### src/rtl/uart_pkg.sv
// Shared types and constants for the 8-N-1 UART byte receiver.
package uart_pkg;

  localparam int DATA_W           = 8;
  localparam int CLKS_PER_BIT_DEF = 1736;

  typedef enum logic [2:0] {
    IDLE,
    START,
    DATA,
    STOP,
    CLEANUP
  } rx_state_t;

endpackage

### src/rtl/uart_byte_receiver_if.sv
// Serial line plus received-byte strobes between the RX pin, the receiver and its consumer.
interface uart_byte_receiver_if;
  import uart_pkg::*;

  logic              i_Rx_Serial;
  logic              o_Rx_DV;
  logic [DATA_W-1:0] o_Rx_Byte;
  logic              o_Rx_Frame_Err;

  modport master (
    output i_Rx_Serial,
    input  o_Rx_DV,
    input  o_Rx_Byte,
    input  o_Rx_Frame_Err
  );

  modport slave (
    input  i_Rx_Serial,
    output o_Rx_DV,
    output o_Rx_Byte,
    output o_Rx_Frame_Err
  );

endinterface

### src/rtl/uart_byte_receiver_sync_2ff.sv
// Two-flop synchronizer for an asynchronous single-bit input, with a configurable reset value.
module sync_2ff #(
  parameter logic RST_VAL = 1'b1
) (
  input  logic clk,
  input  logic rst,
  input  logic d,
  output logic q
);

  logic meta;

  always_ff @(posedge clk) begin
    if (rst) begin
      meta <= RST_VAL;
      q    <= RST_VAL;
    end else begin
      meta <= d;
      q    <= meta;
    end
  end

endmodule

### src/rtl/uart_byte_receiver.sv
// 8-N-1 UART receiver: synchronizes the RX pin, samples each bit at mid-period, strobes bytes or framing errors.
module uart_byte_receiver
  import uart_pkg::*;
#(
  parameter int CLKS_PER_BIT = CLKS_PER_BIT_DEF
) (
  input  logic                 i_Clock,
  input  logic                 i_Reset,
  uart_byte_receiver_if.slave  rx
);

  localparam int              CW   = (CLKS_PER_BIT > 1) ? $clog2(CLKS_PER_BIT) : 1;
  localparam logic [CW-1:0]   HALF = CW'((CLKS_PER_BIT - 1) / 2);
  localparam logic [CW-1:0]   LAST = CW'(CLKS_PER_BIT - 1);

  logic              rx_s;
  rx_state_t         state, state_n;
  logic [CW-1:0]     clk_cnt, clk_cnt_n;
  logic [2:0]        bit_idx, bit_idx_n;
  logic [DATA_W-1:0] shadow, shadow_n;
  logic [DATA_W-1:0] rx_byte, rx_byte_n;
  logic              dv, dv_n;
  logic              ferr, ferr_n;

  sync_2ff #(.RST_VAL(1'b1)) u_sync (
    .clk (i_Clock),
    .rst (i_Reset),
    .d   (rx.i_Rx_Serial),
    .q   (rx_s)
  );

  always_ff @(posedge i_Clock) begin
    if (i_Reset) begin
      state   <= IDLE;
      clk_cnt <= '0;
      bit_idx <= '0;
      rx_byte <= '0;
      dv      <= 1'b0;
      ferr    <= 1'b0;
    end else begin
      state   <= state_n;
      clk_cnt <= clk_cnt_n;
      bit_idx <= bit_idx_n;
      rx_byte <= rx_byte_n;
      dv      <= dv_n;
      ferr    <= ferr_n;
    end
  end

  // The shadow register only carries data; it is never observed until a full frame loads it.
  always_ff @(posedge i_Clock) begin
    shadow <= shadow_n;
  end

  always_comb begin
    state_n   = state;
    clk_cnt_n = clk_cnt;
    bit_idx_n = bit_idx;
    shadow_n  = shadow;
    rx_byte_n = rx_byte;
    dv_n      = 1'b0;
    ferr_n    = 1'b0;

    unique case (state)
      IDLE: begin
        clk_cnt_n = '0;
        bit_idx_n = '0;
        if (!rx_s) state_n = START;
      end

      START: begin
        if (clk_cnt == HALF) begin
          clk_cnt_n = '0;
          state_n   = rx_s ? IDLE : DATA;
        end else begin
          clk_cnt_n = clk_cnt + 1'b1;
        end
      end

      DATA: begin
        if (clk_cnt == LAST) begin
          clk_cnt_n         = '0;
          shadow_n[bit_idx] = rx_s;
          bit_idx_n         = bit_idx + 3'd1;
          if (bit_idx == 3'd7) state_n = STOP;
        end else begin
          clk_cnt_n = clk_cnt + 1'b1;
        end
      end

      STOP: begin
        if (clk_cnt == LAST) begin
          clk_cnt_n = '0;
          state_n   = CLEANUP;
          if (rx_s) begin
            rx_byte_n = shadow;
            dv_n      = 1'b1;
          end else begin
            ferr_n    = 1'b1;
          end
        end else begin
          clk_cnt_n = clk_cnt + 1'b1;
        end
      end

      // Holding here while the line is low keeps a break from looking like a new start bit.
      CLEANUP: begin
        if (rx_s) state_n = IDLE;
      end

      default: state_n = IDLE;
    endcase
  end

  assign rx.o_Rx_DV        = dv;
  assign rx.o_Rx_Byte      = rx_byte;
  assign rx.o_Rx_Frame_Err = ferr;

endmodule

### src/flat_wrapper.sv
// flat-port wrapper written by rule: the top's interface ports become plain ports
module uart_byte_receiver_flat import uart_pkg::*;
#(
  parameter int CLKS_PER_BIT = CLKS_PER_BIT_DEF
)
  (i_Clock, i_Reset, rx_i_Rx_Serial, rx_o_Rx_DV, rx_o_Rx_Byte, rx_o_Rx_Frame_Err);
  uart_byte_receiver_if rx_i ();
  input  logic i_Clock;
  input  logic i_Reset;
  input wire logic [$bits(rx_i.i_Rx_Serial)-1:0] rx_i_Rx_Serial;
  output wire logic [$bits(rx_i.o_Rx_DV)-1:0] rx_o_Rx_DV;
  output wire logic [$bits(rx_i.o_Rx_Byte)-1:0] rx_o_Rx_Byte;
  output wire logic [$bits(rx_i.o_Rx_Frame_Err)-1:0] rx_o_Rx_Frame_Err;
  assign rx_i.i_Rx_Serial = rx_i_Rx_Serial;
  assign rx_o_Rx_DV = rx_i.o_Rx_DV;
  assign rx_o_Rx_Byte = rx_i.o_Rx_Byte;
  assign rx_o_Rx_Frame_Err = rx_i.o_Rx_Frame_Err;
  uart_byte_receiver #(.CLKS_PER_BIT(CLKS_PER_BIT)) u_core (.i_Clock(i_Clock), .i_Reset(i_Reset), .rx(rx_i));
endmodule
### config.mk
export PLATFORM = sky130hd
export DESIGN_NAME = uart_byte_receiver_flat
export DESIGN_NICKNAME = d
export VERILOG_FILES = /design/src/rtl/uart_pkg.sv /design/src/rtl/uart_byte_receiver_if.sv /design/src/rtl/uart_byte_receiver_sync_2ff.sv /design/src/rtl/uart_byte_receiver.sv /design/src/flat_wrapper.sv
export SDC_FILE = /design/constraint.sdc
export NUM_CORES = 1
export LEC_CHECK = 0
export CAP_MARGIN = 20
export CORE_MARGIN = 10
export CORE_UTILIZATION = 54
export CTS_BUF_LIST = sky130_fd_sc_hd__clkbuf_16
export DETAILED_ROUTE_END_ITERATION = 8
export PLACE_DENSITY = 0.75
export SYNTH_ARGS = -nofsm -noshare
export SYNTH_HDL_FRONTEND = slang
export SYNTH_SLANG_ARGS = --single-unit
### constraint.sdc
create_clock -name i_Clock -period 2.7 [get_ports i_Clock]
set_clock_uncertainty 0.15 [all_clocks]
set_input_delay 0.675 -clock i_Clock [delete_from_list [all_inputs] [get_ports i_Clock]]
set_output_delay 0.675 -clock i_Clock [all_outputs]
set_load 0.02 [all_outputs]
### Word level (Yosys, flattened, before mapping)

Cells that the tools add are included.

* bits in registers: 37
* bits of input ports: 3
* logic and storage cells: 56

* add/subtract/negate cells: 2
* order comparisons: 2
* eq/ne operators: 13
* multiplexer cells: 18
* bitwise logic cells: 2
* reduce and logical (&&, ||, !) cells: 10

Operators by type and width (count)
* one-hot mux 11 bit (3 select lines): 1
* two-way mux 11 bit: 2
* two-way mux 3 bit: 7
* one-hot mux 3 bit (5 select lines): 1
* adder 11 x 1 -> 11 bit (second input constant): 1
* equality test 11 x 10 -> 1 bit (second input constant): 1
* equality test 11 bit (second input constant): 1
* bitwise mux 8 bit: 1
* != test 2 x 1 -> 1 bit (second input constant): 4
* equality test 3 x 2 -> 1 bit (second input constant): 2
* equality test 3 bit (second input constant): 2
* one-hot mux 3 bit (2 select lines): 1
* AND reduction 6 bit: 1
* less-than comparator 3 x 4 -> 1 bit (second input constant): 1
* != test 2 bit (second input constant): 2
* AND reduction 2 bit: 2
* adder 3 x 1 -> 3 bit (second input constant): 1
* demux 1 bit (select 3 bit): 1
* equality test 3 x 1 -> 1 bit (second input constant): 1
* greater-or-equal comparator 3 x 1 -> 1 bit (second input constant): 1
* logical NOT 3 bit: 1
* two-way mux 1 bit: 3
* AND reduction 3 bit: 1
* nonzero test 3 bit: 1
* 6 further kinds: 7

### Longest topological paths before layout

Gate-level depths: netlist of run 1.

* word-level depth: 5
* gate-level depth with buffers: 7
* depth with buffers taken out: 6

### By module

From an unflattened synthesis of run 1, not the netlist that was laid out.

* cells, all modules: 174
* area total of the unflattened synthesis: 1659.1 sq um

Modules (own cells, without submodules)
* uart_byte_receiver: times used 1, cells an instance 170, area each 1606.5 sq um, seq. area each 780.7 sq um
* sync_2ff: times used 1, cells an instance 4, area each 52.6 sq um, seq. area each 40.0 sq um

### Worst setup path before layout of run 1

No wires, ideal clock.

* kind: register -> register
* start point: register u_core.clk_cnt[9]
* end point: register u_core.clk_cnt[5]
* arrival: 1.805 ns
* data required time: 2.428 ns
* path slack: 0.623 ns
* cell stages (with the launch flop): 6
* path buffers: 1
* period minus slack after synthesis: 2.077 ns
* cell sequence: dfxtp_1 -> or3b_4 -> o41ai_4 -> o32ai_2 -> buf_6 -> a221o_1

* longest elaborated chain between the ends: 3
* elaborated cells between the ends (all ways): 5
* classes of those cells: 2 x eq/ne; 3 x mux

Ends and longest elaborated chain
* start: declaration: line uart_byte_receiver.sv:18 `logic [CW-1:0] clk_cnt, clk_cnt_n;`
* start signal: assignment: line uart_byte_receiver.sv:42 `clk_cnt <= clk_cnt_n;`
* equality test 11 bit / equality test 11 x 10 -> 1 bit (equally long branches): line uart_byte_receiver.sv:81, uart_byte_receiver.sv:92, uart_byte_receiver.sv:72
* two-way mux 11 bit (on tied branches): line uart_byte_receiver.sv:81, uart_byte_receiver.sv:92, uart_byte_receiver.sv:72
* one-hot mux 11 bit (3 select lines) *: line uart_byte_receiver.sv:64 `unique case (state)`

Every way passes the cells marked *; elsewhere a longest branch is shown, timed or not.
A chain may end at the register's enable or synchronous reset.

### Worst setup path after layout of run 1

* start point: register u_core.clk_cnt[8]
* end point: register u_core.clk_cnt[4]

The elaborated chain is that of the path after synthesis.

==> results.cfg, run 1 <==
[clock_tree]
cts.repair.resized = 0
cts.sinks = 37
postCtsHoldBufs = 0
h-tree-depth = 2
clock-root-buffer = clkbuf_16
clk_pin_slew_ns = 0.05
post_cts_buffers = 0
cts_buffers = 5
cts_tree = yes
worst_skew_pair.late_latency_ns = 0.28
max-clock-path-buffers = 2

[job]
maxCapViolCount = 0

[logic_synthesis]
synth_top_cell_area_share = 0.346
synth_top_area_cell = dfxtp_1
synth_nets = 178
synthDistinctLibCells = 38
postSynthCellCount = 172
synth_warnings = 0
synth_flop_cell = dfxtp_1
async_reset_ff_frac = 0
ys_ff_latch = 37
synth-edff-count = 8
seq_area_frac_synth = 0.490
postSynthAreaPerCell_sq_um = 9.75
syn_area_sq_um = 1680
synth.area.top_cells = dfxtp_1, edfxtp_1, nor2_1

[drt]
post-route-drc-count = 0
wl_per_cell_um = 15.0
first_pass_iters = 5
vias_per_cell = 5.85
via_count = 1293
first_iter_violations = 81
routed_wl_um = 3310
postRouteAntennaNets = 0

[sta]
finalCritPeriodShare = 0.882
slew_headroom = 0.669
fin_tns_setup_ns = 0
tightest_slew_ns = 0.496
rsz0062_at_grt = false
setup_violations = 0
timing.final.ws_setup_ns = 0.318
hold_viol = 0
slew_violations = 0
fin_crit_ns = 2.38
holdWs_ns = 0.267
fmax_ghz = 0.420

[pwr]
p_int_mw = 1.01
pwr_density_cell_nw_per_um2 = 628
power_frac_clock = 0.522
power_mw = 1.25
power.leakage_nw = 0.723
ir_worst_vdd_mv = 0.404
power.share.sequential = 0.457
switchingPower_uw = 240
netSwitchingFraction = 0.192
p_comb_frac = 0.021

[final_layout]
drive_above_1_share = 0.106
syn_to_final_growth_pct = 18.7
mostFrequentLayoutCells = dfxtp_1, nor2_1, nand2_1, clkdlybuf4s50_1
diodes = 0
mostFrequentLayoutCell = dfxtp_1
final_nets = 193
final_util = 0.663
fin_area_sq_um = 1990
final-instance-count-excl-fill = 221

[floorplan]
dieArea_sq_um = 5730
io_pins = 13
initial_utilization = 0.558
die_w_um = 75.7
num_rows = 20
die-height_um = 75.7
core_area_sq_um = 3000

[placement]
place_area_sq_um = 1820
hpwl_um = 2240
dp_cells = 213
portBuffers = 12
place_ws_ns = 0.337
gp_congestion = 0.890

[global_route]
grt_overflow = 0
antenna_found_initial = 0
grt_pass1_wl_um = 5440
grt_pass1_vias = 1175
globalRouteTotalUtil = 0.127
grt_start_max_net_pins = 21

[setup_path]
crit_slowest_cell = dfxtp_1
worst_ep_required_time_ns = 2.72
path_cells = or3b_1 -> nor4_4 -> o32ai_2 -> buf_4 -> and3_1 -> a221o_1
arrival_ns = 2.40
worst_setup_path_start_kind = register
cp_max_fo = 16
r2r_setup_slack_ns = 0.32
slowest_delay_ns = 0.52
critPathCaptureType = register
crit_type = register to register

[min_path]
hold_path_class = register to register

[outcome]
status = completed
per-layer routing:
layer | vias to the layer above | part of all wire | GRT usage
li1 | 651 | - | -
met1 | 612 | 0.45 | 0.143
met2 | 28 | 0.48 | 0.193
met3 | 2 | 0.056 | 0.0638
met4 | 0 | 0.010 | 0.0680
met5 | - | 0 | 0
registers in the layout, indices dropped and copies added (netlist names):
register                  cells
u_core.clk_cnt               11
u_core.rx.o_Rx_Frame_Err      1
u_core.u_sync.q               1
u_core.bit_idx                3
u_core.u_sync.meta            1
u_core.shadow                 8
u_core.rx.o_Rx_Byte           8
u_core.rx.o_Rx_DV             1
u_core.state                  3
path summary, 6_finish.rpt:
path	depth (start not counted)	to	start
min	1	u_core.u_sync.q$_SDFF_PP1_	u_core.u_sync.meta$_SDFF_PP1_
min reg2reg	1	u_core.u_sync.q$_SDFF_PP1_	u_core.u_sync.meta$_SDFF_PP1_
max reg2reg	6	u_core.clk_cnt[4]$_SDFFE_PP0P_	u_core.clk_cnt[8]$_SDFFE_PP0P_
max	6	u_core.clk_cnt[4]$_SDFFE_PP0P_	u_core.clk_cnt[8]$_SDFFE_PP0P_
worst max-delay path, delay by kind of cell (launching register included):
kind / cells / cell delay, ns
simple gates: 3 / 1.01
flops: 1 / 0.52
compound gates: 2 / 0.39
buf+inv: 1 / 0.21
power groups by stage:
stage / sequential, mW / combinational [mW] / clock, mW
6_report: 0.571 / 0.0257 / 0.652
5_1_grt: 0.571 / 0.0288 / 0.693
4_1_cts: 0.571 / 0.0255 / 0.663
3_5_place_dp: 0.583 / 0.0254 / 0
3_3_place_gp: 0.583 / 0.0249 / 0
2_1_floorplan: 0.582 / 0.0182 / 0
logic make-up after synthesis:
group / count (synthesis) / synth area share
mux: 8 / 0.0478
flops: 37 / 0.490
xor+xnor: 1 / 0.00522
simple gates: 82 / 0.256
buf+inv: 8 / 0.0261
compound gates: 33 / 0.153
fa+ha+maj: 3 / 0.0224
cell usage after synthesis, drive strengths merged, types with 4 or more instances:
| library cell | count |
|---|---|
| dfxtp | 29 |
| nor2 | 26 |
| nand2 | 15 |
| a21oi | 8 |
| edfxtp | 8 |
| mux2i | 8 |
| nor3 | 7 |
| nand2b | 6 |
| nand3 | 5 |
| nor2b | 5 |
| o21ai | 5 |
| or2 | 5 |
| buf | 4 |
| clkbuf | 4 |
layout make-up:
cell class                      instances  area (sq um)
Fill cell                             238          1010
Clock buffer                            5           125
Clock inverter                          3          41.3
Multi-Input combinational cell        127           812
Tap cell                               33          41.3
Timing Repair Buffer                   16           150
Sequential cell                        37           821
No activity file was read; power rests on OpenSTA's default activity.
==> run 2: changes to the inputs <==
--- a/config.mk
+++ b/config.mk
@@ -6,6 +6,7 @@
 export NUM_CORES = 1
 export LEC_CHECK = 0
 export CAP_MARGIN = 20
+export CORE_ASPECT_RATIO = 1.1
 export CORE_MARGIN = 10
 export CORE_UTILIZATION = 54
 export CTS_BUF_LIST = sky130_fd_sc_hd__clkbuf_16
==> run 2 against run 1 <==
Cell area is 0.88% higher; non-clock buffer count is 1 lower; combinational power is 3% higher; sequential power hardly changed; register-to-register slack worse by 0.08 ns; power is 7.3% higher; count of clock-buffer cells in the layout stayed put; sequential cell count stayed put; clock power is 14% higher; hold slack hardly changed; sequential share of layout area is 0.36 points lower; first-iteration DRC count is 1.2% lower.
==> results.cfg, run 2 (synthesized netlist as in run 1, its figures left out) <==
[outcome]
status = completed

[setup_path]
critPathCaptureType = register
cp_max_fo = 11
worstReg2RegEnd = u_core.rx.o_Rx_Byte[2]$_SDFFE_PP0P_
worst_ep_required_time_ns = 2.72
crit_type = register to register
crit_slowest_cell = and4_1
worst_setup_path_start_kind = register
r2r_setup_slack_ns = 0.24
arrival_ns = 2.48
path_cells = or3b_4 -> nor4_1 -> buf_4 -> and4_1 -> mux2i_1 -> nor2_1
slowest_delay_ns = 0.52
critical_path.startpoint = u_core.clk_cnt[9]$_SDFFE_PP0P_
worstRegToRegCells = 6
endpoint = u_core.rx.o_Rx_Byte[2]$_SDFFE_PP0P_
worstReg2RegStart = u_core.clk_cnt[9]$_SDFFE_PP0P_

[sta]
slew_headroom = 0.662
hold_viol = 0
fin_crit_ns = 2.46
slew_violations = 0
setup_violations = 0
fmax_ghz = 0.406
rsz0062_at_grt = false
holdWs_ns = 0.268
tightest_slew_ns = 0.507
finalCritPeriodShare = 0.911
fin_tns_setup_ns = 0
timing.final.ws_setup_ns = 0.239

[clock_tree]
postCtsHoldBufs = 0
cts_buffers = 5
cts_tree = yes
worst_skew_pair.late_latency_ns = 0.28
h-tree-depth = 2
cts.sinks = 37
clock-root-buffer = clkbuf_16
post_cts_buffers = 0
max-clock-path-buffers = 2
cts.repair.resized = 0
clk_pin_slew_ns = 0.05

[global_route]
grt_pass1_vias = 1252
antenna_found_initial = 0
grt_start_max_net_pins = 21
grt_overflow = 0
globalRouteTotalUtil = 0.125
grt_pass1_wl_um = 5730

[pwr]
switchingPower_uw = 236
ir_worst_vdd_mv = 0.576
power_frac_clock = 0.554
p_int_mw = 1.10
netSwitchingFraction = 0.176
p_comb_frac = 0.020
power_mw = 1.34
pwr_density_cell_nw_per_um2 = 667
power.share.sequential = 0.426
power.leakage_nw = 0.734

[placement]
portBuffers = 12
dp_cells = 213
place_ws_ns = 0.270
place_area_sq_um = 1820
gp_congestion = 0.821
hpwl_um = 2340

[drt]
first_pass_iters = 4
first_iter_violations = 80
wl_met2_um = 1730
routed_wl_um = 3430
top_layer = met4
dr_wl_met3_um = 177
vias_per_cell = 5.88
wl_met1_um = 1450
postRouteAntennaNets = 0
wl_per_cell_um = 15.5
via_count = 1300
post-route-drc-count = 0

[floorplan]
initial_utilization = 0.555
die-height_um = 78.4
dieArea_sq_um = 5740
core_area_sq_um = 3020
die_w_um = 73.1
num_rows = 21
io_pins = 13

[final_layout]
regMostFlops = u_core.clk_cnt
drive_above_1_share = 0.107
fin_area_sq_um = 2010
mostFrequentLayoutCells = dfxtp_1, nor2_1, nand2_1, clkdlybuf4s50_1
final-instance-count-excl-fill = 221
diodes = 0
largest_reg_flops = 11
final_util = 0.665
mostFrequentLayoutCell = dfxtp_1
syn_to_final_growth_pct = 19.8
final_nets = 192

[min_path]
worstHoldPathCells = 1
hold_path_class = register to register
hp-start = u_core.u_sync.meta$_SDFF_PP1_

[job]
maxCapViolCount = 0
run 2: changes by cell type in the layout (fill, tap and decap cells not counted):
cell        previous run  this run
buf_4                  4         3
bufinv_16              1         2
clkinv_1               1         0
clkinv_2               0         1
clkinvlp_4             1         0
run 2: how the worst min path moves through the flow:
stage	endpoint	slack, ns
detailed placement	u_core.u_sync.q$_SDFF_PP1_	0.25
global placement	u_core.u_sync.q$_SDFF_PP1_	0.26
floorplan	u_core.u_sync.q$_SDFF_PP1_	0.24
global route	u_core.u_sync.q$_SDFF_PP1_	0.29
finish	u_core.u_sync.q$_SDFF_PP1_	0.27
CTS	u_core.u_sync.q$_SDFF_PP1_	0.27
run 2: worst max-delay path, delay by kind of cell, from the launching register on:
family | cells | cell delay (ns)
flip-flops | 1 | 0.40
multiplexers | 1 | 0.28
buffers and inverters | 1 | 0.21
AND/OR/NAND/NOR | 4 | 1.31
run 2: routing by layer:
| metal | vias up | GRT usage |
|---|---|---|
| met1 | 617 | 0.134 |
| met3 | 6 | 0.0465 |
| met2 | 25 | 0.210 |
| met4 | 0 | 0.0608 |
| met5 | - | 0 |
| li1 | 652 | - |
run 2: layout make-up:
type / count / area (sq um)
tap: 34 / 42.5
sequential: 37 / 821
multi-input combinational: 127 / 812
fill: 247 / 1010
clock inverter: 3 / 65.1
clock buffer: 5 / 125
timing repair buffer: 15 / 143
run 2: power by group through the flow:
stage | clock network [mW] | logic (mW) | registers [mW]
floorplan | 0 | 0.0182 | 0.582
finish | 0.743 | 0.0265 | 0.571
global route | 0.770 | 0.0298 | 0.572
detailed placement | 0 | 0.0260 | 0.583
global placement | 0 | 0.0247 | 0.583
CTS | 0.754 | 0.0267 | 0.571
==> run 3: changes to the inputs <==
--- a/config.mk
+++ b/config.mk
@@ -8,10 +8,12 @@
 export CAP_MARGIN = 20
 export CORE_ASPECT_RATIO = 1.1
 export CORE_MARGIN = 10
-export CORE_UTILIZATION = 54
+export CORE_UTILIZATION = 56
 export CTS_BUF_LIST = sky130_fd_sc_hd__clkbuf_16
 export DETAILED_ROUTE_END_ITERATION = 8
-export PLACE_DENSITY = 0.75
+export GPL_TIMING_DRIVEN = 0
+export PLACE_DENSITY = 0.77
 export SYNTH_ARGS = -nofsm -noshare
 export SYNTH_HDL_FRONTEND = slang
 export SYNTH_SLANG_ARGS = --single-unit
+export TNS_END_PERCENT = 20
==> run 3 against run 2 <==
Combinational power about the same; global-route usage decreased by 0.58 points; via count unchanged; core utilization increased by 4.4 points; final cell count increased by 1.8%; worst setup slack improved by 0.13 ns; hold slack got worse by 0.0081 ns; register-to-register slack improved by 0.14 ns; critical path depth increased by 1; critical endpoint is now u_core.clk_cnt[9]$_SDFFE_PP0P_.
==> results.cfg, run 3 (synthesized netlist as in run 1, its figures left out) <==
[outcome]
status = completed

[sta]
fin_tns_setup_ns = 0
slew_violations = 0
finalCritPeriodShare = 0.862
rsz0062_at_grt = false
tightest_slew_ns = 0.599
setup_violations = 0
fin_crit_ns = 2.33
fmax_ghz = 0.430
hold_viol = 0
slew_headroom = 0.601

[final_layout]
diodes = 0
regMostFlops = u_core.clk_cnt
final_util = 0.709
mostFrequentLayoutCells = dfxtp_1, nor2_1, nand2_1, clkdlybuf4s50_1
drive_above_1_share = 0.104
final_nets = 197
largest_reg_flops = 11
mostFrequentLayoutCell = dfxtp_1
final-instance-count-excl-fill = 225
syn_to_final_growth_pct = 19.6

[setup_path]
critPathCaptureType = register
worst_ep_required_time_ns = 2.76
arrival_ns = 2.38
slowest_delay_ns = 0.53
crit_slowest_cell = o32ai_2
crit_type = input port to register
critical_path.startpoint = i_Reset
worst_setup_path_start_kind = input port
worstReg2RegStart = u_core.clk_cnt[9]$_SDFFE_PP0P_
path_cells = clkdlybuf4s50_1 -> nor2_1 -> nand2_1 -> o32ai_2 -> buf_6 -> a41oi_1 -> a31oi_1
r2r_setup_slack_ns = 0.38
worstRegToRegCells = 5
worstReg2RegEnd = u_core.shadow[1]$_DFFE_PP_
cp_max_fo = 10

[pwr]
power_mw = 1.25
p_int_mw = 1.01
power_frac_clock = 0.521
pwr_density_cell_nw_per_um2 = 623
switchingPower_uw = 238
netSwitchingFraction = 0.191
power.share.sequential = 0.458
power.leakage_nw = 0.729
ir_worst_vdd_mv = 0.607
p_comb_frac = 0.021

[floorplan]
core_area_sq_um = 2830
dieArea_sq_um = 5580
initial_utilization = 0.593
die-height_um = 77.4
die_w_um = 72.2
io_pins = 13
num_rows = 20

[drt]
routed_wl_um = 3200
first_pass_iters = 4
vias_per_cell = 5.78
first_iter_violations = 91
post-route-drc-count = 0
wl_per_cell_um = 14.2
via_count = 1300
postRouteAntennaNets = 0

[global_route]
grt_pass1_vias = 1214
grt_start_max_net_pins = 13
globalRouteTotalUtil = 0.119
antenna_found_initial = 0
grt_pass1_wl_um = 5490
grt_overflow = 0

[min_path]
worstHoldPathCells = 1
holdPathEnd = u_core.u_sync.q$_SDFF_PP1_
hp-start = u_core.u_sync.meta$_SDFF_PP1_
hold_path_class = register to register

[clock_tree]
cts_tree = yes
postCtsHoldBufs = 0
clk_pin_slew_ns = 0.06
cts.repair.resized = 0
clock-root-buffer = clkbuf_16
post_cts_buffers = 0
cts.sinks = 37
max-clock-path-buffers = 2
worst_skew_pair.late_latency_ns = 0.28
cts_buffers = 5
h-tree-depth = 2

[placement]
gp_congestion = 0.832
dp_cells = 217
portBuffers = 12
hpwl_um = 2240

[job]
maxCapViolCount = 0
[run 3: cell types whose count changed in the layout (fill, tap and decap cells not counted)]
cell / delta
clkinv_2: -1
bufinv_16: -1
clkbuf_1: +4
buf_2: +2
buf_4: -2
clkinvlp_4: +1
clkinv_1: +1
buf_6: +1
[run 3: worst max-delay path by stage]
stage                                           to  cells past startpoint
floorplan           u_core.clk_cnt[5]$_SDFFE_PP0P_                      5
global placement    u_core.clk_cnt[9]$_SDFFE_PP0P_                      7
detailed placement  u_core.clk_cnt[9]$_SDFFE_PP0P_                      7
CTS                     u_core.shadow[1]$_DFFE_PP_                      5
global route            u_core.shadow[1]$_DFFE_PP_                      5
finish              u_core.clk_cnt[9]$_SDFFE_PP0P_                      7
[run 3: worst max-delay path: cells and delay by family]
family	cells	cell delay, ns
buffers and inverters	2	0.68
AO/OA/AOI/OAI	3	0.82
AND/OR/NAND/NOR	2	0.21
[run 3: final cells by class]
cell class / instances / area [sq um]
plain buffers: 8 / 43.8
fillers: 217 / 823
multi-input cells: 127 / 812
clock buffers: 5 / 125
repair buffers: 12 / 120
clock inverters: 3 / 41.3
flip-flops and latches: 37 / 821
well taps: 33 / 41.3
[run 3: per-stage QoR]
stage	area (sq um)	worst slack, ns	hold slack [ns]
5_1_grt	2000	0.216	0.287
3_3_place_gp	1840	0.159	0.248
4_1_cts	2000	0.360	0.261
3_5_place_dp	1840	0.117	0.244
6_report	2000	0.372	0.260
2_1_floorplan	1680	0.623	0.239
[run 3: routing by layer]
layer / vias up / wire length (um) / track usage
met3: 10 / 246 / 0.0598
met4: 0 / 53 / 0.0446
met5: - / 0 / 0
met2: 30 / 1460 / 0.182
met1: 595 / 1440 / 0.140
li1: 665 / - / -
[run 3: power by group through the flow]
stage | registers, mW | logic (mW) | clock network, mW
after global routing | 0.572 | 0.0299 | 0.678
after CTS | 0.571 | 0.0264 | 0.659
after floorplan | 0.582 | 0.0182 | 0
after detailed placement | 0.583 | 0.0262 | 0
after global placement | 0.583 | 0.0254 | 0
final | 0.571 | 0.0265 | 0.650
